==> src/rtl/gate_vector_sequencer_pkg.sv <==
// gate_seq_pkg: shared state encoding, limits and standard truth tables for the gate vector sequencer
package gate_seq_pkg;
  typedef enum logic [2:0] {IDLE = 3'd0, APPLY = 3'd1, WAIT = 3'd2, CHECK = 3'd3, DONE = 3'd4} state_t;
  localparam int MAX_N_IN = 6;
  localparam int MAX_SETTLE = 15;
  localparam logic [3:0] TRUTH_AND2 = 4'b1000;
  localparam logic [3:0] TRUTH_OR2 = 4'b1110;
  localparam logic [3:0] TRUTH_XOR2 = 4'b0110;
  function automatic logic [3:0] settle_load(input int s);
    return 4'(s > 0 ? s - 1 : 0);
  endfunction
endpackage

==> src/rtl/gate_vector_sequencer_if.sv <==
// gate_vector_sequencer_if: stimulus/result bundle between sequencer (slave) and its driver/gate side (master)
interface gate_vector_sequencer_if #(parameter int N_IN = 2);
  logic start;
  logic dut_out;
  logic [N_IN-1:0] dut_in;
  logic busy;
  logic done;
  logic pass;
  logic [N_IN:0] err_count;
  logic [N_IN-1:0] first_fail;
  modport master (output start, dut_out, input dut_in, busy, done, pass, err_count, first_fail);
  modport slave (input start, dut_out, output dut_in, busy, done, pass, err_count, first_fail);
endinterface

==> src/rtl/gate_vector_sequencer_settle_timer.sv <==
// settle_timer: loadable down-counter whose expire flag marks the last settle cycle
module settle_timer (
  input  logic       clk,
  input  logic       rst,
  input  logic       i_load,
  input  logic       i_en,
  input  logic [3:0] i_val,
  output logic       o_expire
);
  logic [3:0] r_cnt;
  always_ff @(posedge clk)
    if (rst) r_cnt <= '0;
    else if (i_load) r_cnt <= i_val;
    else if (i_en && r_cnt != 4'd0) r_cnt <= r_cnt - 4'd1;
  assign o_expire = r_cnt == 4'd0;
endmodule

==> src/rtl/gate_vector_sequencer.sv <==
// gate_vector_sequencer: sweeps all input vectors into a gate and checks it; GATE_SEQ_STOP_ON_FAIL_EN ends on first mismatch
module gate_vector_sequencer
  import gate_seq_pkg::*;
#(
  parameter int N_IN = 2,
  parameter int SETTLE = 1,
  parameter logic [(1<<N_IN)-1:0] TRUTH = TRUTH_AND2
) (
  input logic clk,
  input logic rst,
  gate_vector_sequencer_if.slave bus
);
`ifdef GATE_SEQ_STOP_ON_FAIL_EN
  localparam bit STOP = 1'b1;
`else
  localparam bit STOP = 1'b0;
`endif
  state_t r_state;
  logic [N_IN-1:0] r_vec, r_dut_in, r_first;
  logic [N_IN:0] r_err;
  logic r_busy, r_done, r_pass;
  logic w_expire, w_miss, w_fin;
  settle_timer u_timer (
    .clk(clk), .rst(rst), .i_load(r_state == APPLY), .i_en(r_state == WAIT),
    .i_val(settle_load(SETTLE)), .o_expire(w_expire)
  );
  assign w_miss = bus.dut_out != TRUTH[r_vec];
  assign w_fin = (&r_vec) || (STOP && w_miss);
  always_ff @(posedge clk)
    if (rst) begin
      r_state <= IDLE;
      r_vec <= '0;
      r_dut_in <= '0;
      r_first <= '0;
      r_err <= '0;
      r_busy <= 1'b0;
      r_done <= 1'b0;
      r_pass <= 1'b0;
    end else begin
      r_done <= 1'b0;
      case (r_state)
        IDLE: if (bus.start) begin
          r_state <= APPLY;
          r_busy <= 1'b1;
          r_vec <= '0;
          r_err <= '0;
          r_first <= '0;
        end
        APPLY: begin
          r_dut_in <= r_vec;
          r_state <= SETTLE > 0 ? WAIT : CHECK;
        end
        WAIT: if (w_expire) r_state <= CHECK;
        CHECK: begin
          if (w_miss) begin
            r_err <= r_err + (N_IN+1)'(1);
            if (r_err == '0) r_first <= r_vec;
          end
          if (w_fin) begin
            r_state <= DONE;
            r_busy <= 1'b0;
            r_done <= 1'b1;
          end else begin
            r_vec <= r_vec + N_IN'(1);
            r_state <= APPLY;
          end
        end
        DONE: begin
          r_pass <= r_err == '0;
          r_state <= IDLE;
        end
        default: r_state <= IDLE;
      endcase
    end
  assign bus.dut_in = r_dut_in;
  assign bus.busy = r_busy;
  assign bus.done = r_done;
  assign bus.pass = r_pass;
  assign bus.err_count = r_err;
  assign bus.first_fail = r_first;
endmodule

==> src/flat_wrapper.sv <==
// flat-port wrapper written by rule: the top's interface ports become plain ports
module gate_vector_sequencer_flat import gate_seq_pkg::*;
#(
  parameter int N_IN = 2,
  parameter int SETTLE = 1,
  parameter logic [(1<<N_IN)-1:0] TRUTH = TRUTH_AND2
)
  (clk, rst, bus_start, bus_dut_out, bus_dut_in, bus_busy, bus_done, bus_pass, bus_err_count, bus_first_fail);
  gate_vector_sequencer_if #(.N_IN(N_IN)) bus_i ();
  input logic clk;
  input logic rst;
  input wire logic [$bits(bus_i.start)-1:0] bus_start;
  input wire logic [$bits(bus_i.dut_out)-1:0] bus_dut_out;
  output wire logic [$bits(bus_i.dut_in)-1:0] bus_dut_in;
  output wire logic [$bits(bus_i.busy)-1:0] bus_busy;
  output wire logic [$bits(bus_i.done)-1:0] bus_done;
  output wire logic [$bits(bus_i.pass)-1:0] bus_pass;
  output wire logic [$bits(bus_i.err_count)-1:0] bus_err_count;
  output wire logic [$bits(bus_i.first_fail)-1:0] bus_first_fail;
  assign bus_i.start = bus_start;
  assign bus_i.dut_out = bus_dut_out;
  assign bus_dut_in = bus_i.dut_in;
  assign bus_busy = bus_i.busy;
  assign bus_done = bus_i.done;
  assign bus_pass = bus_i.pass;
  assign bus_err_count = bus_i.err_count;
  assign bus_first_fail = bus_i.first_fail;
  gate_vector_sequencer #(.N_IN(N_IN), .SETTLE(SETTLE), .TRUTH(TRUTH)) u_core (.clk(clk), .rst(rst), .bus(bus_i));
endmodule
==> config.mk <==
export PLATFORM = sky130hd
export DESIGN_NAME = gate_vector_sequencer_flat
export DESIGN_NICKNAME = d
export VERILOG_FILES = /design/src/rtl/gate_vector_sequencer_pkg.sv /design/src/rtl/gate_vector_sequencer_if.sv /design/src/rtl/gate_vector_sequencer_settle_timer.sv /design/src/rtl/gate_vector_sequencer.sv /design/src/flat_wrapper.sv
export SDC_FILE = /design/constraint.sdc
export NUM_CORES = 1
export LEC_CHECK = 0
export ABC_CLOCK_PERIOD_IN_PS = 1800
export CELL_PAD_IN_SITES_DETAIL_PLACEMENT = 0
export CELL_PAD_IN_SITES_GLOBAL_PLACEMENT = 1
export CORE_UTILIZATION = 38
export CTS_BUF_LIST = sky130_fd_sc_hd__clkbuf_4
export CTS_CLUSTER_DIAMETER = 80
export DETAILED_ROUTE_END_ITERATION = 8
export PLACE_DENSITY = 0.8
export SYNTH_ARGS = -nofsm -noshare
export SYNTH_HDL_FRONTEND = slang
export SYNTH_HIERARCHICAL = 1
export SYNTH_SLANG_ARGS = --single-unit
export TNS_END_PERCENT = 20
==> constraint.sdc <==
create_clock -name clk -period 1.8 [get_ports clk]
set_clock_uncertainty 0.1 [all_clocks]
set_input_delay 0.36 -clock clk [delete_from_list [all_inputs] [get_ports clk]]
set_output_delay 0.36 -clock clk [all_outputs]
set_load 0.05 [all_outputs]
==> results.toml, run 1 <==
[timing]
final_hold_viol_count = 0
finalCritPeriodShare = 0.948
finalMaxSlewViolations = 0
rsz0062_at_grt = "false"
fin_setup_tns_ns = 0
timing.fmax_ghz = 0.586
finalSetupViolCount = 0
setup_ws_ns = 0.0939
fin_crit_ns = 1.71

[global_route]
grt_max_degree = 23
grt_pass1_wl_um = 3130
antenna_found_initial = 0
grt_pass1_vias = 733
grtUsageTotal = 0.155
grt-ovfl-total = 0

[die]
core_um2 = 2450
start_util = 0.400
pin_count = 14
die_w_um = 52.8
rows = 18
dieHeight_um = 52.8
die_area_um2 = 2790

[route]
wl_per_cell_um = 12.4
drc_errors = 0
wl_um = 1920
antenna_left = 0
vias_per_cell = 5.02
drtIter0Drc = 9
num_vias = 778
first_pass_iters = 4

[synth]
synth_common_cells = "dfxtp_1, nor2_1, inv_1, nand2_1, nor3b_1"
yosysSeqAreaShare = 0.388
synth.cell_area_um2 = 981
ys.flop_type = "dfxtp_1"
yosys_warnings = 6
ys_ff_latch = 19
synth.top_cell.area_share = 0.388
syn_avg_cell_area_um2 = 9.52
synth_most_common_cell = "dfxtp_1"
synth_area_leaders = "dfxtp_1, ha_1, nor3b_1, mux2i_1, nor2_1"
syn_inst = 103
yosys.area.top_type = "dfxtp_1"
synth_cell_types = 37
synth-edff-count = 0
synthArstFlopShare = 0

[placement]
portBuffers = 13
post_dp_cell_area_um2 = 1170
pre_cts_slack_ns = -0.130
gp_congestion = 0.697
hpwlAfterDp_um = 1360

[setup_path]
r2r-start = "u_core/u_timer/r_cnt[1]"
worst-setup-path-type = "reg -> reg"
cp.arrival_ns = 1.85
critPathRequiredTime_ns = 1.94
worstSetupStartpoint = "u_core/u_timer/r_cnt[1]"
cp-start-kind = "flip-flop"
cp-end-kind = "flip-flop"
cp_max_fo = 5

[power_and_ir_drop]
worst_ir_drop_vdd_uv = 510
leakage_nw = 0.465
powerDensity_nw_per_um2 = 850

[worst_hold_path]
hold_class = "reg -> reg"
min_from = "u_core/bus.first_fail[1]"

[finish]
nets = 135
n_antenna_cell = 0
drive_gt1_frac = 0.256
final_cell_area_um2 = 1210
num-fill-cells = 226
syn_to_final_growth_pct = 23.7

[clocking]
htreeDepth = 1
cts.sinks = 19
cts_tree = "built"
cts_inserted_buffers = 3
root_buffer = "clkbuf_4"
clk_transition_reported_paths_ns = 0.11
cts_buffer_depth = 2
clock_latency_ns = 0.30

[run_status]
status = "completed"

[flow_run]
cap_violations = 0
-- worst max-delay path, cell delays in order, from the launching register on --
cell and delay (ns):
dfxtp_1 0.33, inv_1 0.15, ha_4 0.17, or3b_4 0.42, a2111oi_4 0.34, a311o_1 0.14
-- metal layers --
metal / GRT usage / vias to the layer above / share of wire
met5: 0 / - / 0
met4: 0.0395 / 0 / 0.0083
met3: 0.0551 / 2 / 0.050
met2: 0.255 / 14 / 0.42
met1: 0.188 / 355 / 0.52
li1: - / 407 / -
-- placed cells by master (no fill, tap or decap), types with 2 or more instances in the layout --
master            n
dfxtp_2           2
clkbuf_4          3
mux2i_1           5
dfxtp_1          17
buf_4            16
inv_1             8
nor2b_1           2
a21oi_1           4
o21ai_0           2
nor3_1            3
nand2_1           7
o31ai_1           2
a311oi_1          2
conb_1            4
xnor2_1           2
nor3b_1           7
nor2_1            9
ha_1              4
o211ai_1          2
clkdlybuf4s50_1   3
a32o_1            2
-- cells by family (layout without fill, tap and decap cells) --
family / after synthesis / count (layout) / synth area share
AOI/OAI and AO/OA: 21 / 21 / 0.188
xor gates and xnor gates: 2 / 2 / 0.0179
adders and majority gates: 5 / 5 / 0.0638
buffers and inverters: 13 / 32 / 0.0599
DFF: 19 / 19 / 0.388
muxes: 5 / 5 / 0.0510
other: 1 / 4 / 0.00382
and+or+nand+nor: 37 / 37 / 0.228
-- path summary, 6_finish.rpt --
kind | endpoint | slack (ns) | cells past startpoint
setup / recovery | u_core/u_timer/r_cnt[1] | 0.09 | 5
hold reg to reg | u_core/bus.first_fail[1] | 0.40 | 1
setup reg to reg | u_core/u_timer/r_cnt[1] | 0.09 | 5
hold / removal | u_core/bus.first_fail[1] | 0.40 | 1
-- final cells by class --
class | count | area, um2 | share of cell area
Timing Repair Buffer | 20 | 170 | 0.140
Sequential cell | 19 | 383 | 0.315
Tap cell | 30 | 37.5 | 0.0309
Clock buffer | 3 | 22.5 | 0.0186
Multi-Input combinational cell | 74 | 566 | 0.466
Inverter | 8 | 30.0 | 0.0247
Clock inverter | 1 | 5.00 | 0.00412
-- repair_timing --
item | 4_1_cts | 5_1_grt
hold buffers | 0 | 0
endpoints found under the setup margin | 0 | 5
buffers inserted | 0 | 0
resized for setup | 0 | 3
-- where the power goes --
group | internal (mW) | switching (mW) | total, mW
Sequential | 0.454 | 0.0382 | 0.492
Combinational | 0.155 | 0.169 | 0.324
Clock | 0.0827 | 0.133 | 0.215
Total | 0.692 | 0.340 | 1.03
-- stage by stage --
step	power [mW]	cells	utilization	hold WS, ns
final	1.03	155	0.494	0.399
after floorplan	0.733	106	-	0.332
after CTS	1.03	155	0.489	0.404
after global routing	1.09	155	0.494	0.441
after global placement	0.804	151	0.478	0.365
after detailed placement	0.810	151	0.478	0.365
-- registers in the layout (all words and copies together), names as in the netlist --
| register | cells |
|---|---|
| u_core/bus.done | 1 |
| u_core/bus.pass | 1 |
| u_core/r_state | 3 |
| u_core/u_timer/r_cnt | 4 |
| u_core/bus.first_fail | 2 |
| u_core/bus.busy | 1 |
| u_core/bus.err_count | 3 |
| u_core/r_vec | 2 |
| u_core/bus.dut_in | 2 |
Note: power is estimated with default switching activity, not from simulation.
==> inputs of run 2 (changes only) <==
- CTS_CLUSTER_SIZE: unset -> 40
==> results of run 2 <==
The final DEF is identical to that of run 1; final timing and power are the same.
==> inputs of run 3 (changes only) <==
- SKIP_LAST_GASP: unset -> 1
- SLEW_MARGIN: unset -> 20
==> results.toml, run 3 (synthesis results as in run 1) <==
[power_and_ir_drop]
clkPwrFrac = 0.209
seq_power_share = 0.477
swShare = 0.330
intPower_mw = 0.691
leakage_nw = 0.464
powerDensity_nw_per_um2 = 850
power.share.combinational = 0.314
worst_ir_drop_vdd_uv = 510
net-switching-power_mw = 0.340

[setup_path]
r2r-start = "u_core/u_timer/r_cnt[1]"
worst-setup-path-type = "reg -> reg"
cp-end-kind = "flip-flop"
cp.arrival_ns = 1.85
cp_max_fo = 5
worstSetupStartpoint = "u_core/u_timer/r_cnt[1]"
cp-start-kind = "flip-flop"
critPathRequiredTime_ns = 1.94

[route]
drtIter0Drc = 9
antenna_left = 0
wl_um = 1920
first_pass_iters = 4
wl_per_cell_um = 12.4
num_vias = 778
drc_errors = 0
vias_per_cell = 5.02

[finish]
regMostFlops = "u_core/u_timer/r_cnt"
syn_to_final_growth_pct = 23.6
final_cells = 155
nets = 135
fin_util = 0.494
n_antenna_cell = 0
mostFrequentLayoutCells = "dfxtp_1, buf_4, nor2_1"
largest_reg_flops = 4
drive_gt1_frac = 0.248
final_common_cell = "dfxtp_1"

[flow_run]
cap_violations = 0

[clocking]
htreeDepth = 1
cts_tree = "built"
cts_inserted_buffers = 3
cts_resized = 0
clk_transition_reported_paths_ns = 0.11
clock_latency_ns = 0.30
cts_hold_buf = 0
root_buffer = "clkbuf_4"
cts.sinks = 19
post-cts-setup-buffer-count = 0
cts_buffer_depth = 2

[timing]
finalCritPeriodShare = 0.948
finalSetupViolCount = 0
finalMaxSlewViolations = 0
timing.fmax_ghz = 0.586
final_hold_viol_count = 0
fin_crit_ns = 1.71
rsz0062_at_grt = "true"
whs_ns = 0.399

[run_status]
status = "completed"

[global_route]
grtUsageTotal = 0.155
grt_pass1_vias = 733
grt_max_degree = 23
antenna_found_initial = 0
grt-ovfl-total = 0
grt_pass1_wl_um = 3130

[die]
start_util = 0.400
rows = 18
dieHeight_um = 52.8
die_area_um2 = 2790
die_w_um = 52.8
pin_count = 14
core_um2 = 2450

[worst_hold_path]
min_from = "u_core/bus.first_fail[1]"
hold_class = "reg -> reg"

[placement]
dp_cells = 151
gp_congestion = 0.697
portBuffers = 13
hpwlAfterDp_um = 1360
[run 3: cell types whose count changed in the layout (fill, tap and decap cells not counted)]
cell / change
dfxtp_1: +1
dfxtp_2: -1
[run 3: power groups by stage]
stage	Combinational, mW	Sequential (mW)	Clock [mW]
floorplan	0.237	0.495	0
global placement	0.305	0.499	0
detailed placement	0.310	0.500	0
CTS	0.312	0.490	0.225
global route	0.351	0.496	0.242
finish	0.324	0.492	0.215
[run 3: layout make-up]
cell class / count / area, um2
clock buffer: 3 / 22.5
inverter: 8 / 30.0
tap: 30 / 37.5
sequential: 19 / 382
fill: 227 / 1240
multi-input combinational: 74 / 566
timing repair buffer: 20 / 170
clock inverter: 1 / 5.00
[run 3: path summary, 6_finish.rpt]
check	endpoint	slack [ns]	cells after the start
worst max-delay path	u_core/u_timer/r_cnt[1]	0.09	5
worst min-delay path	u_core/bus.first_fail[1]	0.40	1
worst max register to register	u_core/u_timer/r_cnt[1]	0.09	5
worst min register to register	u_core/bus.first_fail[1]	0.40	1
[run 3: stage by stage]
stage          TNS [ns]  power [mW]  instance area, um2  worst slack (ns)
3_3_place_gp     -0.472       0.804                1170            -0.101
2_1_floorplan   -0.0904       0.733                 993           -0.0475
3_5_place_dp     -0.634       0.810                1170            -0.130
4_1_cts               0        1.03                1200            0.0491
6_report              0        1.03                1210            0.0939
5_1_grt        -0.00498        1.09                1210          -0.00498
[run 3: worst max-delay path: stages, from the launching register on]
cell	delay, ns
dfxtp_1	0.33
inv_1	0.15
ha_4	0.17
or3b_4	0.42
a2111oi_4	0.34
a311o_1	0.14
[run 3: per-layer routing]
metal	vias up	GRT usage	part of all wire
met1	355	0.188	0.52
met4	0	0.0395	0.0083
met5	-	0	0
li1	407	-	-
met2	14	0.255	0.42
met3	2	0.0551	0.050
